File: src/rtl/spi_reg_slave.sv
// SPI mode-0 register slave oversampled in the clk domain: R/W + address header, then burst data words.
// Pin edges act on the 3rd clk edge after they occur; every output comes straight from a flop.
module spi_reg_slave #(
  parameter int ADDR_W = 8,
  parameter int DATA_W = 16,
  parameter int NUM_REGS = 4,
  parameter logic [NUM_REGS*DATA_W-1:0] RST_VAL = '0
) (
  input  logic                       clk,
  input  logic                       rst,
  input  logic                       sclk,
  input  logic                       cs,
  input  logic                       mosi,
  output logic                       miso,
  output logic                       miso_oe,
  output logic [NUM_REGS*DATA_W-1:0] regs_q,
  output logic                       wr_strobe,
  output logic [ADDR_W-1:0]          wr_addr,
  output logic [DATA_W-1:0]          wr_data,
  output logic                       addr_err,
  output logic                       busy
);
  localparam int PW    = (ADDR_W > DATA_W - 1) ? ADDR_W : DATA_W - 1;
  localparam int CNT_W = $clog2(PW + 1);
  localparam int RW    = NUM_REGS * DATA_W;

  typedef enum logic [1:0] {IDLE, HDR, DATA} state_t;

  state_t            state_q, state_d;
  logic [2:0]        sclk_sync_q, sclk_sync_d;
  logic [1:0]        cs_sync_q, cs_sync_d;
  logic [1:0]        mosi_sync_q, mosi_sync_d;
  logic [CNT_W-1:0]  bit_cnt_q, bit_cnt_d;
  logic [PW-1:0]     shift_q, shift_d;
  logic              rw_q, rw_d;
  logic [ADDR_W-1:0] addr_q, addr_d, addr_nxt;
  logic [DATA_W-1:0] tx_shift_q, tx_shift_d;
  logic [RW-1:0]     regs_d;
  logic              miso_q, miso_d, miso_oe_q, miso_oe_d;
  logic              wr_strobe_q, wr_strobe_d, addr_err_q, addr_err_d;
  logic              busy_q, busy_d, wait_cs_q, wait_cs_d;
  logic [ADDR_W-1:0] wr_addr_q, wr_addr_d;
  logic [DATA_W-1:0] wr_data_q, wr_data_d, word;
  logic [ADDR_W:0]   hdr;
  logic              sclk_rise, sclk_fall, cs_hi, mosi_s;

  function automatic logic in_range(input logic [ADDR_W-1:0] a);
    return {1'b0, a} < (ADDR_W + 1)'(NUM_REGS);
  endfunction

  // Unimplemented addresses read as zero.
  function automatic logic [DATA_W-1:0] rd_reg(input logic [RW-1:0] r, input logic [ADDR_W-1:0] a);
    rd_reg = '0;
    for (int i = 0; i < NUM_REGS; i++)
      if (a == ADDR_W'(i)) rd_reg = r[i*DATA_W +: DATA_W];
  endfunction

  assign sclk_rise = sclk_sync_q[1] & ~sclk_sync_q[2];
  assign sclk_fall = ~sclk_sync_q[1] & sclk_sync_q[2];
  assign cs_hi     = cs_sync_q[1];
  assign mosi_s    = mosi_sync_q[1];
  assign word      = {shift_q[DATA_W-2:0], mosi_s};
  assign hdr       = {shift_q[ADDR_W-1:0], mosi_s};
  assign addr_nxt  = addr_q + ADDR_W'(1);

  always_comb begin
    sclk_sync_d = {sclk_sync_q[1:0], sclk};
    cs_sync_d   = {cs_sync_q[0], cs};
    mosi_sync_d = {mosi_sync_q[0], mosi};
    state_d     = state_q;
    bit_cnt_d   = bit_cnt_q;
    shift_d     = shift_q;
    rw_d        = rw_q;
    addr_d      = addr_q;
    tx_shift_d  = tx_shift_q;
    regs_d      = regs_q;
    miso_d      = miso_q;
    miso_oe_d   = miso_oe_q;
    wr_strobe_d = 1'b0;
    addr_err_d  = 1'b0;
    wr_addr_d   = wr_addr_q;
    wr_data_d   = wr_data_q;
    // After reset, a frame already under way must end (cs high) before a new one is accepted.
    wait_cs_d   = wait_cs_q & ~cs_hi;
    case (state_q)
      IDLE: begin
        miso_d    = 1'b0;
        miso_oe_d = 1'b0;
        if (!cs_hi && !wait_cs_q) begin
          state_d   = HDR;
          bit_cnt_d = '0;
          shift_d   = '0;
        end
      end
      HDR: begin
        if (cs_hi) begin
          state_d = IDLE;
        end else if (sclk_rise) begin
          shift_d   = {shift_q[PW-2:0], mosi_s};
          bit_cnt_d = bit_cnt_q + CNT_W'(1);
          if (bit_cnt_q == CNT_W'(ADDR_W)) begin
            rw_d      = hdr[ADDR_W];
            addr_d    = hdr[ADDR_W-1:0];
            bit_cnt_d = '0;
            state_d   = DATA;
            if (hdr[ADDR_W]) tx_shift_d = rd_reg(regs_q, hdr[ADDR_W-1:0]);
          end
        end
      end
      DATA: begin
        if (cs_hi) begin
          state_d   = IDLE;
          miso_d    = 1'b0;
          miso_oe_d = 1'b0;
        end else if (sclk_fall && rw_q) begin
          miso_d     = tx_shift_q[DATA_W-1];
          tx_shift_d = {tx_shift_q[DATA_W-2:0], 1'b0};
          miso_oe_d  = 1'b1;
        end else if (sclk_rise) begin
          shift_d   = {shift_q[PW-2:0], mosi_s};
          bit_cnt_d = bit_cnt_q + CNT_W'(1);
          if (bit_cnt_q == CNT_W'(DATA_W - 1)) begin
            bit_cnt_d = '0;
            addr_d    = addr_nxt;
            if (!in_range(addr_q)) begin
              addr_err_d = 1'b1;
            end else if (!rw_q) begin
              for (int i = 0; i < NUM_REGS; i++)
                if (addr_q == ADDR_W'(i)) regs_d[i*DATA_W +: DATA_W] = word;
              wr_strobe_d = 1'b1;
              wr_addr_d   = addr_q;
              wr_data_d   = word;
            end
            if (rw_q) tx_shift_d = rd_reg(regs_q, addr_nxt);
          end
        end
      end
      default: state_d = IDLE;
    endcase
    busy_d = (state_d != IDLE);
  end

  always_ff @(posedge clk) begin
    if (rst) begin
      state_q     <= IDLE;
      sclk_sync_q <= '0;
      cs_sync_q   <= '0;
      mosi_sync_q <= '0;
      bit_cnt_q   <= '0;
      shift_q     <= '0;
      rw_q        <= 1'b0;
      addr_q      <= '0;
      tx_shift_q  <= '0;
      regs_q      <= RST_VAL;
      miso_q      <= 1'b0;
      miso_oe_q   <= 1'b0;
      wr_strobe_q <= 1'b0;
      addr_err_q  <= 1'b0;
      wr_addr_q   <= '0;
      wr_data_q   <= '0;
      busy_q      <= 1'b0;
      wait_cs_q   <= 1'b1;
    end else begin
      state_q     <= state_d;
      sclk_sync_q <= sclk_sync_d;
      cs_sync_q   <= cs_sync_d;
      mosi_sync_q <= mosi_sync_d;
      bit_cnt_q   <= bit_cnt_d;
      shift_q     <= shift_d;
      rw_q        <= rw_d;
      addr_q      <= addr_d;
      tx_shift_q  <= tx_shift_d;
      regs_q      <= regs_d;
      miso_q      <= miso_d;
      miso_oe_q   <= miso_oe_d;
      wr_strobe_q <= wr_strobe_d;
      addr_err_q  <= addr_err_d;
      wr_addr_q   <= wr_addr_d;
      wr_data_q   <= wr_data_d;
      busy_q      <= busy_d;
      wait_cs_q   <= wait_cs_d;
    end
  end

  assign miso      = miso_q;
  assign miso_oe   = miso_oe_q;
  assign wr_strobe = wr_strobe_q;
  assign wr_addr   = wr_addr_q;
  assign wr_data   = wr_data_q;
  assign addr_err  = addr_err_q;
  assign busy      = busy_q;
endmodule

File: config.mk
export PLATFORM = sky130hd
export DESIGN_NAME = spi_reg_slave
export DESIGN_NICKNAME = d
export VERILOG_FILES = /design/src/rtl/spi_reg_slave.sv
export SDC_FILE = /design/constraint.sdc
export NUM_CORES = 1
export LEC_CHECK = 0
export ABC_AREA = 1
export CORE_UTILIZATION = 30
export DETAILED_ROUTE_END_ITERATION = 6
export PLACE_DENSITY = 0.61
export SYNTH_ARGS = -nofsm -noshare
export SYNTH_HDL_FRONTEND = slang
export SYNTH_SLANG_ARGS = --single-unit
File: constraint.sdc
create_clock -name clk -period 2.4 [get_ports clk]
set_input_delay 0.48 -clock clk [delete_from_list [all_inputs] [get_ports clk]]
set_output_delay 0.48 -clock clk [all_outputs]
set_load 0.1 [all_outputs]
======== After elaboration in Yosys (flattened, before gate mapping) ========
Cells that the tools add are included.
operators by class
  $add $sub $neg .......................... 2
  magnitude comparators ................... 1
  eq/ne operators ......................... 26
  muxes and demuxes ....................... 55
  bitwise operators ....................... 12
  reductions and logical operators ........ 25
operators with widths
  kind                                                 number
  two-way mux 16 bit                                   17
  two-way mux 15 bit                                   5
  two-way mux 8 bit                                    7
  equality test 8 x 2 -> 1 bit, second input constant  6
  one-hot mux 15 bit (3 select lines)                  1
  AND reduction 8 bit                                  5
  two-way mux 4 bit                                    8
  one-hot mux 16 bit (2 select lines)                  1
  equality test 8 x 1 -> 1 bit, second input constant  3
  zero test 8 bit                                      3
  inequality test 2 bit, second input constant         9
  one-hot mux 8 bit (2 select lines)                   1
  AND reduction 7 bit                                  2
  inequality test 3 bit, second input constant         4
  one-hot mux 4 bit (3 select lines)                   1
  two-way mux 2 bit                                    5
  inverter 1 bit                                       9
  AND reduction 9 bit                                  1
  adder 8 x 1 -> 8 bit, second input constant          1
  equality test 4 bit, second input constant           2
  < comparator 8 x 3 -> 1 bit, second input constant   1
  OR reduction 7 bit                                   1
  two-way mux 1 bit                                    6
  one-hot mux 2 bit (3 select lines)                   1
  14 further kinds                                     21
storage, ports and cells
  flip-flop bits (word level) ............. 147
  input bits .............................. 5
  word-level logic and storage cells ...... 142

======== Depth between registers and ports, before layout ========
  depth in word-level cells ............... 12
  gate-level depth with buffers ........... 15
  depth with buffers taken out ............ 14

======== Least setup slack after synthesis ========
Ideal clock, no wire load.
  path kind ............................... register to register
  start ................................... reg state_q[0]
  end ..................................... reg tx_shift_q[10]
  library setup time ...................... 0.122 ns
  arrival ................................. 1.814 ns
  data required time ...................... 2.278 ns
  slack ................................... 0.464 ns
  cell stages (with the launch flop) ...... 13
  path buffers ............................ 2
  clock period less this slack ............ 1.936 ns
  cell sequence ........................... dfxtp_1 > inv_1 > ha_1 > buf_2 > inv_2 > o22ai_1 > nor4_1 > nand2_1 > nor2_1 > buf_2 > nand2_1 > a21oi_1 > a21oi_2
between the ends
  cells in the longest elaborated chain, start to end .. 3
RTL lines
  what                                                                        RTL line  text
  start, declared                                                             29        state_t state_q, state_d;
  start signal, assigned                                                      164       state_q <= state_d;
  equality test 2 bit / equality test 2 x 1 -> 1 bit (equally long branches)  85        case (state_q)
  inequality test 3 bit (no source line) (tied with other cells)              n/a
  AND reduction 9 bit (no source line)                                        n/a
  end signal, assigned                                                        172       tx_shift_q <= tx_shift_d;
  end, declared                                                               37        logic [DATA_W-1:0] tx_shift_q, tx_shift_d;
Several ways; a longest one is shown, not always the timed one.
A chain may end at the register's enable or synchronous reset.

======== Worst setup path after layout ========
  start ................................... reg addr_q[1]
  end ..................................... reg tx_shift_q[14]
between the ends
  cells in the longest elaborated chain, start to end .. 12
RTL lines
  what                                     RTL line  text
  start, declared                          36        logic [ADDR_W-1:0] addr_q, addr_d, addr_nxt;
  start signal, assigned                   171       addr_q <= addr_d;
  adder 8 x 1 -> 8 bit (*)                 64        assign addr_nxt = addr_q + ADDR_W'(1);
  zero test 8 bit                          55        if (a == ADDR_W'(i)) rd_reg = r[i*DATA_W +: DATA_W];
  two-way mux 16 bit (3 in a row)          55
  two-way mux 16 bit (*)                   55
  two-way mux 16 bit (*)                   134       if (rw_q) tx_shift_d = rd_reg(regs_q, addr_nxt);
  two-way mux 16 bit (*)                   122       if (bit_cnt_q == CNT_W'(DATA_W - 1)) begin
  two-way mux 16 bit (*)                   119       end else if (sclk_rise) begin
  two-way mux 16 bit (*)                   115       end else if (sclk_fall && rw_q) begin
  two-way mux 16 bit (*)                   111       if (cs_hi) begin
  one-hot mux 16 bit (2 select lines) (*)  85
Mark *: on every way between the ends. The rest lies on a longest branch, timed or not. The select of a mux whose other input is x is not followed.

==> qor.csv <==
metric,value,unit
Finished Cell Area,0.008997,sq mm
initial DRC count,752,
placed cell area,0.008317,sq mm
failing checks,DRC,
Post-synth EDFFs,0,
worst clock skew,0.007656,ns
total power,5.947,mW
setup TNS,0,ns
share of layout cells above drive strength 1,0.2026,
logic gate share of total power,0.104,
Static Leak,3.587,nW
"most common cell after layout, fill and taps aside",a21oi_1,
Row Count,56,
Tightest Pin Transition,1.230,ns
Slew Limit Fails,0,
Async SR Flop Fraction,0,
Critical Path RT,2.77,ns
Synth Area per Inst,7.227,sq um
hpwl dp,16650,um
switching share of power,0.2597,
predominant post-synthesis flop cell,dfxtp_1,
final-report hold violation count,0,
Mapped Area,0.007141,sq mm
largest net degree at the start of global routing,53,
Num CTS Buffers,17,
Seq. cell area,0.002943,sq mm
power per standard cell area,660.9,mW/mm^2
peak supply drop,0.4960,mV
clock-pin slew on the worst setup and hold paths,0.06,ns
DRC,1,
n_diodes,0,
initial antenna violation count,0,
TritonCTS clock tree,yes,
final hold slack,0.4021,ns
Initial Util,0.3051,
"Net Count, Synth",1003,
Clock Power Share,0.467,
sequential power share,0.429,
Worst Hold Class,reg -> reg,
final net count,1098,
share of the synthesized area in the top cell type,0.4121,
Final Non-Filler Cells,1415,
Worst slew margin,0.1725,
clock tree buffer depth,2,
"commonest cells after routing, fill and taps aside","a21oi_1 (159), dfxtp_1 (147), nand2_1 (142)",
First-pass DRT Iterations,7,
critical path arrival,2.65,ns
first-pass GRT wire length,37450,um
DRT Wirelength,24600,um
"top cells by area, synth","dfxtp_1 (41%), a21oi_1 (11%), nand2_1 (7.5%)",
Synth Register Bits,147,
PortBufs,97,
Total GRT Usage,0.2020,
Worst setup EP type,register,
Root Driver,clkbuf_16,
final setup vio count,0,
Die Y,156.3,um
wire per inst,17.39,um
period utilization,0.9508,
core region area,0.02340,sq mm
vias in the first global route,6563,
Yosys warnings,0,
grt ovf,0,
internal power,4.402,mW
RD Place Congestion,0.8840,
register area share after synthesis,0.4121,
Max-Cap Viols,0,
multi-input logic area,0.003476,sq mm
Die Footprint,0.02442,sq mm
"Min Clock Period, post-route",2.282,ns
Max Freq,0.4382,GHz
Filler Cell Count,2458,
# IOs,98,
Crit Path Class,reg -> reg,
area grow syn2layout,26.00,%
largest area contributor in the netlist,dfxtp_1,
pre-CTS setup slack,0.2012,ns
"antenna viol nets, final",0,
status,"finished, violations left",
clk sink count,147,
via/cell ratio,5.120,
PnR worst setup slack,0.1182,ns
Mapped Cells,988,
htree depth,4,
Final Util,0.3845,
die width,156.3,um
cell count after placement,1379,
CP startpoint kind,register,
DR vias,7245,
Clock Latency Late Sink,0.43,ns
library cells used by synthesis,38,
P_sw,1.545,mW
Critical Path Fanout Max,6,
metal layers:
layer | track usage | vias up | share of wire | wire length (um)
met5 | 0 | - | 0 | 0
met4 | 0.08450 | 0 | 0.022 | 544
met3 | 0.04597 | 34 | 0.083 | 2046
met2 | 0.2985 | 321 | 0.44 | 10780
met1 | 0.2805 | 3380 | 0.46 | 11230
li1 | - | 3510 | - | -
final timing paths:
| kind | depth (start not counted) | slack (ns) | endpoint | from |
|---|---|---|---|---|
| max | 11 | 0.12 | tx_shift_q[14] | addr_q[1] |
| min | 2 | 0.40 | cs_sync_q[1] | cs_sync_q[0] |
| max reg2reg | 11 | 0.12 | tx_shift_q[14] | addr_q[1] |
| min reg2reg | 2 | 0.40 | cs_sync_q[1] | cs_sync_q[0] |
synth_stat cells, types with 12 or more instances:
master and instances:
o211ai_1 23, a211oi_1 32, nor2_1 88, clkbuf_1 41, a21oi_2 16, nand2_1 142
nand3_1 22, buf_2 12, dfxtp_1 147, a21oi_1 159, inv_1 110, o21ai_1 49
inv_2 18, o21ai_0 63
critical path, cell delays in order, from the launching register on:
cell,delay [ns]
dfxtp_1,0.43
ha_2,0.25
nand3_1,0.11
xnor2_1,0.20
nor2_4,0.38
nand3_4,0.13
nor2_4,0.19
buf_4,0.19
a21oi_1,0.07
nand2_1,0.09
nand2_1,0.06
a21oi_2,0.12
power groups by stage:
stage          clock network (mW)  logic [mW]  registers (mW)
2_1_floorplan                   0       0.386            2.61
3_3_place_gp                    0       0.596            2.60
3_5_place_dp                    0       0.599            2.60
4_1_cts                      2.80       0.600            2.55
5_1_grt                      2.92       0.677            2.56
6_report                     2.78       0.617            2.55
logic make-up (layout without fill, tap and decap cells):
group | Yosys count | in the layout | synth area share
compound gates | 357 | 357 | 0.2814
flops | 147 | 147 | 0.4121
buf+inv | 189 | 295 | 0.1078
xor+xnor | 1 | 1 | 0.001227
simple gates | 284 | 286 | 0.1800
fa+ha+maj | 10 | 10 | 0.01752
final cells by class:
type	count	area share
multi-input cells	654	0.3863
clock buffers	23	0.05312
inverters	128	0.05340
flip-flops and latches	147	0.3271
clock inverters	9	0.01418
repair buffers	135	0.1215
well taps	319	0.04436
repair_timing:
action                                  in CTS  in global routing
buffers inserted                             0                  2
endpoints found under the setup margin       0                 23
hold buffers                                 0                  0
gates resized for setup                      0                  6
sequential cells by signal (all words and copies together), names as in the netlist, 2 cells and up:
name         cells
regs_q          64
tx_shift_q      16
wr_data         16
shift_q         15
addr_q           8
wr_addr          8
bit_cnt_q        4
sclk_sync_q      3
cs_sync_q        2
mosi_sync_q      2
state_q          2
Note: power is estimated with default switching activity, not from simulation.
